**src/rtl/pbit_field_update.sv**
```systemverilog
// Row-serial p-bit update: accumulates the row's weights into a local field, adds the bias and compares against an LFSR draw.
// Optional: define PBIT_ACC_SAT_EN to make every accumulator add saturate instead of wrapping.
module pbit_field_update #(
   parameter int                   NUM_PBITS   = 16,
   parameter int                   VAL_WIDTH   = 8,
   parameter int                   INDEX_WIDTH = 4,
   parameter int                   ACC_WIDTH   = 16,
   parameter logic [15:0]          LFSR_SEED   = 16'hACE1,
   parameter logic [NUM_PBITS-1:0] INIT_STATE  = '0
) (
   input  logic                               clk,
   input  logic                               reset_n,
   input  logic                               data_valid,
   input  logic signed [VAL_WIDTH-1:0]        value,
   input  logic        [INDEX_WIDTH-1:0]      index,
   input  logic signed [7:0]                  h,
   input  logic                               load_done,
   input  logic [$clog2(NUM_PBITS+1)-1:0]     row,
   output logic                               compute_done,
   output logic [NUM_PBITS-1:0]               m
);

   // Two guard bits hold any single add exactly before wrap or saturation.
   localparam int EXT_WIDTH = ACC_WIDTH + 2;
   localparam logic signed [ACC_WIDTH-1:0] ACC_MAX = {1'b0, {(ACC_WIDTH-1){1'b1}}};
   localparam logic signed [ACC_WIDTH-1:0] ACC_MIN = {1'b1, {(ACC_WIDTH-1){1'b0}}};
   localparam logic signed [ACC_WIDTH-1:0] ACT_MAX = ACC_WIDTH'(127);
   localparam logic signed [ACC_WIDTH-1:0] ACT_MIN = ACC_WIDTH'(-128);

   typedef enum logic [2:0] {
      IDLE,
      ACCUM,
      ADD_H,
      COMPARE,
      DONE
   } state_t;

   state_t                      state_q;
   logic signed [ACC_WIDTH-1:0] acc_q;
   logic                        computeDone_q;
   logic [NUM_PBITS-1:0]        m_q;
   logic [15:0]                 lfsr_q;

   logic                        idxHit;
   logic                        mIdx;
   logic signed [EXT_WIDTH-1:0] valueExt;
   logic signed [EXT_WIDTH-1:0] beatTerm;
   logic signed [EXT_WIDTH-1:0] hExt;
   logic signed [ACC_WIDTH-1:0] accBeat_d;
   logic signed [ACC_WIDTH-1:0] accBias_d;
   logic signed [7:0]           act;
   logic                        newBit;
   logic [NUM_PBITS-1:0]        m_d;
   logic [15:0]                 lfsr_d;

   function automatic logic signed [ACC_WIDTH-1:0] addAcc(
      input logic signed [ACC_WIDTH-1:0] base,
      input logic signed [EXT_WIDTH-1:0] term
   );
      logic signed [EXT_WIDTH-1:0] sum;
      sum = {{2{base[ACC_WIDTH-1]}}, base} + term;
`ifdef PBIT_ACC_SAT_EN
      if (sum[EXT_WIDTH-1:ACC_WIDTH-1] != {3{sum[EXT_WIDTH-1]}}) begin
         return sum[EXT_WIDTH-1] ? ACC_MIN : ACC_MAX;
      end
`endif
      return sum[ACC_WIDTH-1:0];
   endfunction

   // Datapath: the signed beat contribution, the bias add, the clamp/compare and the next LFSR value.
   always_comb begin
      idxHit = 1'b0;
      mIdx   = 1'b0;
      for (int i = 0; i < NUM_PBITS; i++) begin
         if (32'(index) == i) begin
            idxHit = 1'b1;
            mIdx   = m_q[i];
         end
      end

      valueExt  = {{(EXT_WIDTH-VAL_WIDTH){value[VAL_WIDTH-1]}}, value};
      beatTerm  = idxHit ? (mIdx ? valueExt : -valueExt) : '0;
      accBeat_d = addAcc(acc_q, beatTerm);

      hExt      = {{(EXT_WIDTH-8){h[7]}}, h};
      accBias_d = addAcc(acc_q, hExt);

      if (acc_q > ACT_MAX) begin
         act = 8'h7F;
      end else if (acc_q < ACT_MIN) begin
         act = 8'h80;
      end else begin
         act = acc_q[7:0];
      end
      newBit = (act > $signed(lfsr_q[7:0]));

      m_d = m_q;
      for (int i = 0; i < NUM_PBITS; i++) begin
         if (32'(row) == i) begin
            m_d[i] = newBit;
         end
      end

      lfsr_d = {lfsr_q[0] ^ lfsr_q[2] ^ lfsr_q[3] ^ lfsr_q[5], lfsr_q[15:1]};
   end

   // Row sequencer; the LFSR free-runs so every row sees a fresh draw.
   always_ff @(posedge clk or negedge reset_n) begin
      if (!reset_n) begin
         state_q       <= IDLE;
         acc_q         <= '0;
         computeDone_q <= 1'b0;
         m_q           <= INIT_STATE;
         lfsr_q        <= LFSR_SEED;
      end else begin
         lfsr_q        <= lfsr_d;
         computeDone_q <= 1'b0;
         case (state_q)
            IDLE: begin
               if (!load_done) begin
                  acc_q   <= '0;
                  state_q <= ACCUM;
               end
            end
            ACCUM: begin
               if (data_valid) begin
                  acc_q <= accBeat_d;
               end
               if (load_done) begin
                  state_q <= ADD_H;
               end
            end
            ADD_H: begin
               acc_q   <= accBias_d;
               state_q <= COMPARE;
            end
            COMPARE: begin
               m_q           <= m_d;
               computeDone_q <= 1'b1;
               state_q       <= DONE;
            end
            DONE: begin
               state_q <= IDLE;
            end
            default: begin
               state_q <= IDLE;
            end
         endcase
      end
   end

   assign compute_done = computeDone_q;
   assign m            = m_q;

endmodule

```
**config.mk**
```make
export PLATFORM = sky130hd
export DESIGN_NAME = pbit_field_update
export DESIGN_NICKNAME = d
export VERILOG_FILES = /design/src/rtl/pbit_field_update.sv
export SDC_FILE = /design/constraint.sdc
export NUM_CORES = 1
export LEC_CHECK = 0
export ABC_AREA = 0
export CAP_MARGIN = 20
export CORE_MARGIN = 3
export CORE_UTILIZATION = 54
export DETAILED_ROUTE_END_ITERATION = 7
export HOLD_SLACK_MARGIN = 0.02
export MAX_ROUTING_LAYER = met4
export PLACE_DENSITY = 0.79
export SYNTH_ARGS = -nofsm -noshare
export SYNTH_HDL_FRONTEND = slang
export SYNTH_SLANG_ARGS = --single-unit
```
**constraint.sdc**
```tcl
create_clock -name clk -period 8.69 [get_ports clk]
set_clock_uncertainty 0.1 [all_clocks]
set_input_delay 1.738 -clock clk [delete_from_list [all_inputs] [get_ports clk]]
set_output_delay 1.738 -clock clk [all_outputs]
set_load 0.05 [all_outputs]
```
### After elaboration in Yosys (flattened, before gate mapping)

Index checks and enable logic that the tools add are counted.

* flip-flop bits (word level): 52
* bits of input ports: 29
* output and inout bits: 17
* logic and storage cells: 130

* add/sub/neg operators: 3
* magnitude comparators: 3
* eq/ne operators: 36
* mux-type cells: 43
* bitwise operators: 3
* reductions and logical operators: 22

Operator list (count)
* 16-bit 2-to-1 mux: 4
* 16-bit case mux with 3 select lines: 1
* 5-bit by 4-bit == test with 1-bit output (second input constant): 8
* 2-bit AND reduction: 17
* 1-bit 2-to-1 mux: 33
* 4-bit == test (second input constant): 8
* 5-bit by 3-bit == test with 1-bit output (second input constant): 4
* 16-bit adder: 1
* 16-bit by 8-bit adder with 16-bit output: 1
* 4-bit by 3-bit == test with 1-bit output (second input constant): 4
* 16-bit by 8-bit > comparator with 1-bit output (second input constant): 1
* 16-bit by 8-bit < comparator with 1-bit output (second input constant): 1
* 8-bit 2-to-1 mux: 2
* 16-bit negator: 1
* 3-bit case mux with 4 select lines: 1
* 5-bit by 2-bit == test with 1-bit output (second input constant): 2
* 4-bit by 2-bit == test with 1-bit output (second input constant): 2
* 8-bit > comparator: 1
* 3-bit by 2-bit == test with 1-bit output (second input constant): 2
* 3-bit 2-to-1 mux: 2
* 2-bit inequality test (second input constant): 3
* 5-bit by 1-bit == test with 1-bit output (second input constant): 1
* 5-bit zero test: 1
* 4-bit by 1-bit == test with 1-bit output (second input constant): 1
* other kinds (6): 8

### Longest topological paths before layout

* depth in word-level cells: 22
* mapped depth: 15
* gate-level depth less buffers: 14

### Worst setup path after synthesis

No wires, ideal clock.

* path type: input to register
* start: input index[2]
* end: register acc_q[14]
* library setup time: 0.128 ns
* arrival: 4.493 ns
* required time: 8.462 ns
* path slack: 3.969 ns
* stages on the path: 13
* buffers on the path: 1
* cell sequence: mux4_1 -> mux2i_1 -> mux2_2 -> buf_2 -> o31ai_1 -> xnor2_1 -> ha_1 -> or3_1 -> o32ai_2 -> o31ai_1 -> o31ai_1 -> a2bb2oi_1 -> nand3_1

* word-level cells in the longest chain between the ends: 22

RTL lines
* start: declaration: RTL line 15 `input logic [INDEX_WIDTH-1:0] index,`
* 4-bit zero test: RTL line 75 `if (32'(index) == i) begin`
* 1-bit 2-to-1 mux (16 in a row): RTL line 75
* 16-bit 2-to-1 mux: RTL line 82 `beatTerm = idxHit ? (mIdx ? valueExt : -valueExt) : '0;`
* 16-bit 2-to-1 mux *: RTL line 82
* 16-bit adder *: RTL line 61 `sum = {{2{base[ACC_WIDTH-1]}}, base} + term;`
* 16-bit 2-to-1 mux *: RTL line 126 `if (data_valid) begin`
* 16-bit case mux with 3 select lines *: RTL line 118 `case (state_q)`
* end signal: assignment: RTL line 127 `acc_q <= accBeat_d;`
* end signal: assignment: RTL line 134 `acc_q <= accBias_d;`
* end: declaration: RTL line 39 `logic signed [ACC_WIDTH-1:0] acc_q;`

Mark *: on every way between the ends. The rest lies on a longest branch, timed or not. The select of a mux whose other input is x is not followed.
A chain may end at the register's enable or synchronous reset.

### Final worst setup path

Ends and elaborated chain as after synthesis.

==> reports/metrics.csv <==
stage;metric;value;unit
outcome;result_of_the_run;finished, final reports clean;
setup_path;reg_to_reg_setup_timing_slack;5100;ps
cts;cts_root_buffer;sky130_fd_sc_hd__clkbuf_8;
cells_and_area;ff_latch_area;1310;sq um
floorplanning;placementRows;31;
placed_design;post-dp-hpwl;7100;microns
global_route;groute.usage.overall;0.225;
timing;final-hold-violation-count;0;
placed_design;placedInstanceArea;4650;sq um
yosys;mappedNetlistNets;523;
hold_path;hold_path_class;flop to flop;
cts;cts.sinks;52;
global_route;grt_start_max_net_pins;53;
cts;cts.repair.resized;0;
cts;cts-htree-levels;2;
setup_path;crit_start_category;primary input;
power;static-leakage-power;2.08;nW
yosys;async_flop_share;1.00;
global_route;grt_pass1_vias;3434;
floorplanning;pin_count;46;
global_route;grt_antenna_before_repair;0;
hold_path;hold_path_startpoint;lfsr_q[8];
routing;drt_wl_cell;15.2;microns
setup_path;crit-reg2reg-launch;m[9];
routing;detail_route.vias_per_cell;5.79;
placed_design;routabilityCongestion;0.953;
yosys;cell_with_the_most_instances_after_synthesis;sky130_fd_sc_hd__nor2_1;
setup_path;cp_top_family;compound AO/OA/AOI/OAI gates;
cts;cts_buffers;5;
setup_path;reg2reg_depth;13;
cts;worst_skew_pair_latency;320;ps
timing;timing.slew.headroom;0.367;
cells_and_area;final_nets;566;
floorplanning;initial_utilization;0.560;
placed_design;port-buffer-count;45;
setup_path;worst_path_max_delay_cell;sky130_fd_sc_hd__clkdlybuf4s50_1;
routing;drc;0;
setup_path;cp_max_fo;12;
setup_path;worst-path-buf-inv;1;
setup_path;critical_path.endpoint_type;flop;
cts;hold_buffers;0;
flow_run;maxCapViolations;0;
yosys;gate_count_of_the_mapped_netlist;452;
yosys;yosysWarningCount;0;
hold_path;whs_path_depth;0;
setup_path;setup.worst_path.start;index[2];
yosys;syn-mean-instance-area;9.09;sq um
yosys;postSynthRegisterBits;52;
cells_and_area;syn_to_final_growth;15.6;%
routing;number_of_antenna_violating_nets_in_the_routed_design;0;
timing;worstMarginPinSlew;945;ps
setup_path;critical_path.reg2reg.endpoint;acc_q[14];
cells_and_area;layoutNonFillerInstCount;595;
cells_and_area;multi_input_comb_area;2670;sq um
setup_path;criticalPathCategory;primary input to flop;
cells_and_area;final_design_area_no_fill;4750;sq um
routing;finalWirelength;9040;microns
yosys;synth_area_leaders;sky130_fd_sc_hd__dfrtp_1 (27%), sky130_fd_sc_hd__ha_1 (12%), sky130_fd_sc_hd__mux2_2 (5.2%);
yosys;proportion_of_netlist_area_held_by_the_largest_area_contributor;0.268;
setup_path;critical_path.cell_chain;clkdlybuf4s50_1 -> mux4_1 -> mux2i_1 -> mux2_2 -> o31ai_1 -> xnor2_1 -> ha_1 -> o21ai_0 -> a21oi_1 -> o32ai_2 -> o31ai_1 -> o31ai_1 -> a2bb2oi_1 -> nand3_1;
floorplanning;core_region_area;7330;sq um
yosys;synth.cells.most_frequent;sky130_fd_sc_hd__nor2_1 (46), sky130_fd_sc_hd__dfrtp_1 (44), sky130_fd_sc_hd__ha_1 (40);
cts;clk_pin_slew_worst_paths;110;ps
floorplanning;die_h;93.2;microns
cells_and_area;diodes;0;
setup_path;timing.critical_path.arrival;5340;ps
yosys;post_synth_edffs;0;
yosys;register_area_share_after_synthesis;0.319;
yosys;largest_area_contributor_in_the_synthesized_netlist;sky130_fd_sc_hd__dfrtp_1;
global_route;overflow_after_grt;0;
yosys;mappedNetlistArea;4110;sq um
cells_and_area;share_of_cells_above_drive_strength_1;0.0907;
routing;drt_iter0_drc;192;
cts;cts_tree;built;
timing;finalMaxSlewViolations;0;
setup_path;timing.critical_path.required;8790;ps
global_route;grt_pass1_wl;15500;microns
timing;rsz0062_at_grt;no;
timing;setup_tns;0;ps
setup_path;cpMostUsedCell;sky130_fd_sc_hd__o31ai_1;
cts;cts_setup_buffers;0;
cells_and_area;fillerInstances;588;
yosys;netlist-cell-type-count;50;
power;power_density;388;nW/um^2
timing;worst_hold_slack;255;ps
timing;final.min_clock_period;5240;ps
routing;dr_total_vias;3447;
placed_design;placedCellCount;587;
timing;min_period_over_period;0.603;
yosys;ys.flop_type;sky130_fd_sc_hd__dfrtp_1;
timing;clock.fmax;191;MHz
timing;setup-violations-final;0;
floorplanning;die_width;93.2;microns
routing;detailedRoute.firstPassIterationCount;4;
hold_path;holdPathEnd;lfsr_q[7];
cts;cts_buffer_depth;2;
setup_path;cpPeakStageDelay;580;ps
floorplanning;fp.dieArea;8690;sq um
power;vdd_ir_drop_max;0.250;mV
[state kept, by name, summed over array words and instances, names as in the netlist]
signal	count
acc_q	16
compute_done	1
lfsr_q	16
m	16
state_q	3
[cells by family after synthesis]
kind of cell | count (synthesis) | share of synthesized area
AND/OR/NAND/NOR | 143 | 0.164
AO/OA/AOI/OAI | 123 | 0.200
flip-flops | 52 | 0.319
adder cells (fa/ha/maj) | 42 | 0.132
buffers and inverters | 34 | 0.0317
XOR/XNOR | 31 | 0.0661
multiplexers | 27 | 0.0874
[how the worst max path moves through the flow]
stage | endpoint | depth (start not counted)
after CTS | acc_q[14] | 14
after global routing | acc_q[14] | 15
final | acc_q[14] | 14
after global placement | acc_q[14] | 13
after detailed placement | acc_q[14] | 14
after floorplan | acc_q[14] | 13
[cell type report]
class / instances / share of cell area
Multi-Input combinational cell: 366 / 0.562
Tap cell: 99 / 0.0261
Inverter: 22 / 0.0174
Sequential cell: 52 / 0.276
Timing Repair Buffer: 48 / 0.0986
Clock buffer: 5 / 0.0145
Clock inverter: 3 / 0.00554
[power breakdown]
group	internal [W]	switching [W]	total, W
clock network	0.0000595	0.0000887	0.000148
logic	0.000543	0.000724	0.00127
registers	0.000322	0.000103	0.000425
[cells in the final DEF (no fill, tap or decap), drive strengths merged, types with 5 or more instances in the layout]
master,n
clkdlybuf4s50,44
nand2,39
dfrtp,44
a221oi,8
a211oi,6
xor2,10
mux2,19
nand2b,5
dfstp,8
nor3,5
ha,40
or3,7
o21a,15
clkbuf,5
o21ai,29
o211ai,5
a21oi,27
nor2b,7
xnor2,21
nor4,5
nor2,46
inv,24
nand3,11
[per-layer routing]
| metal | up-vias | global-route usage | routed length [microns] | share of wire |
|---|---|---|---|---|
| met2 | 77 | 0.372 | 4290 | 0.47 |
| li1 | 1742 | - | - | - |
| met5 | - | - | 0 | 0 |
| met3 | 8 | 0.0370 | 405 | 0.045 |
| met1 | 1620 | 0.295 | 4240 | 0.47 |
| met4 | 0 | 0.0488 | 104 | 0.012 |
[worst register-to-register path: cells and delay by family, from the launching register on]
kind,cells,cell delay (ps)
mux,3,940
flops,1,430
xor+xnor,1,150
compound gates,7,1390
simple gates,1,100
fa+ha+maj,1,360
[per-stage QoR]
stage          worst slack [ps]  utilization  total power, W
6_report                   3450        0.647         0.00184
2_1_floorplan              3970            -         0.00138
5_1_grt                    3170        0.647         0.00201
3_3_place_gp               3240        0.633         0.00165
3_5_place_dp               3100        0.634         0.00168
4_1_cts                    3440        0.647         0.00184
Note: power is estimated with default switching activity, not from simulation.
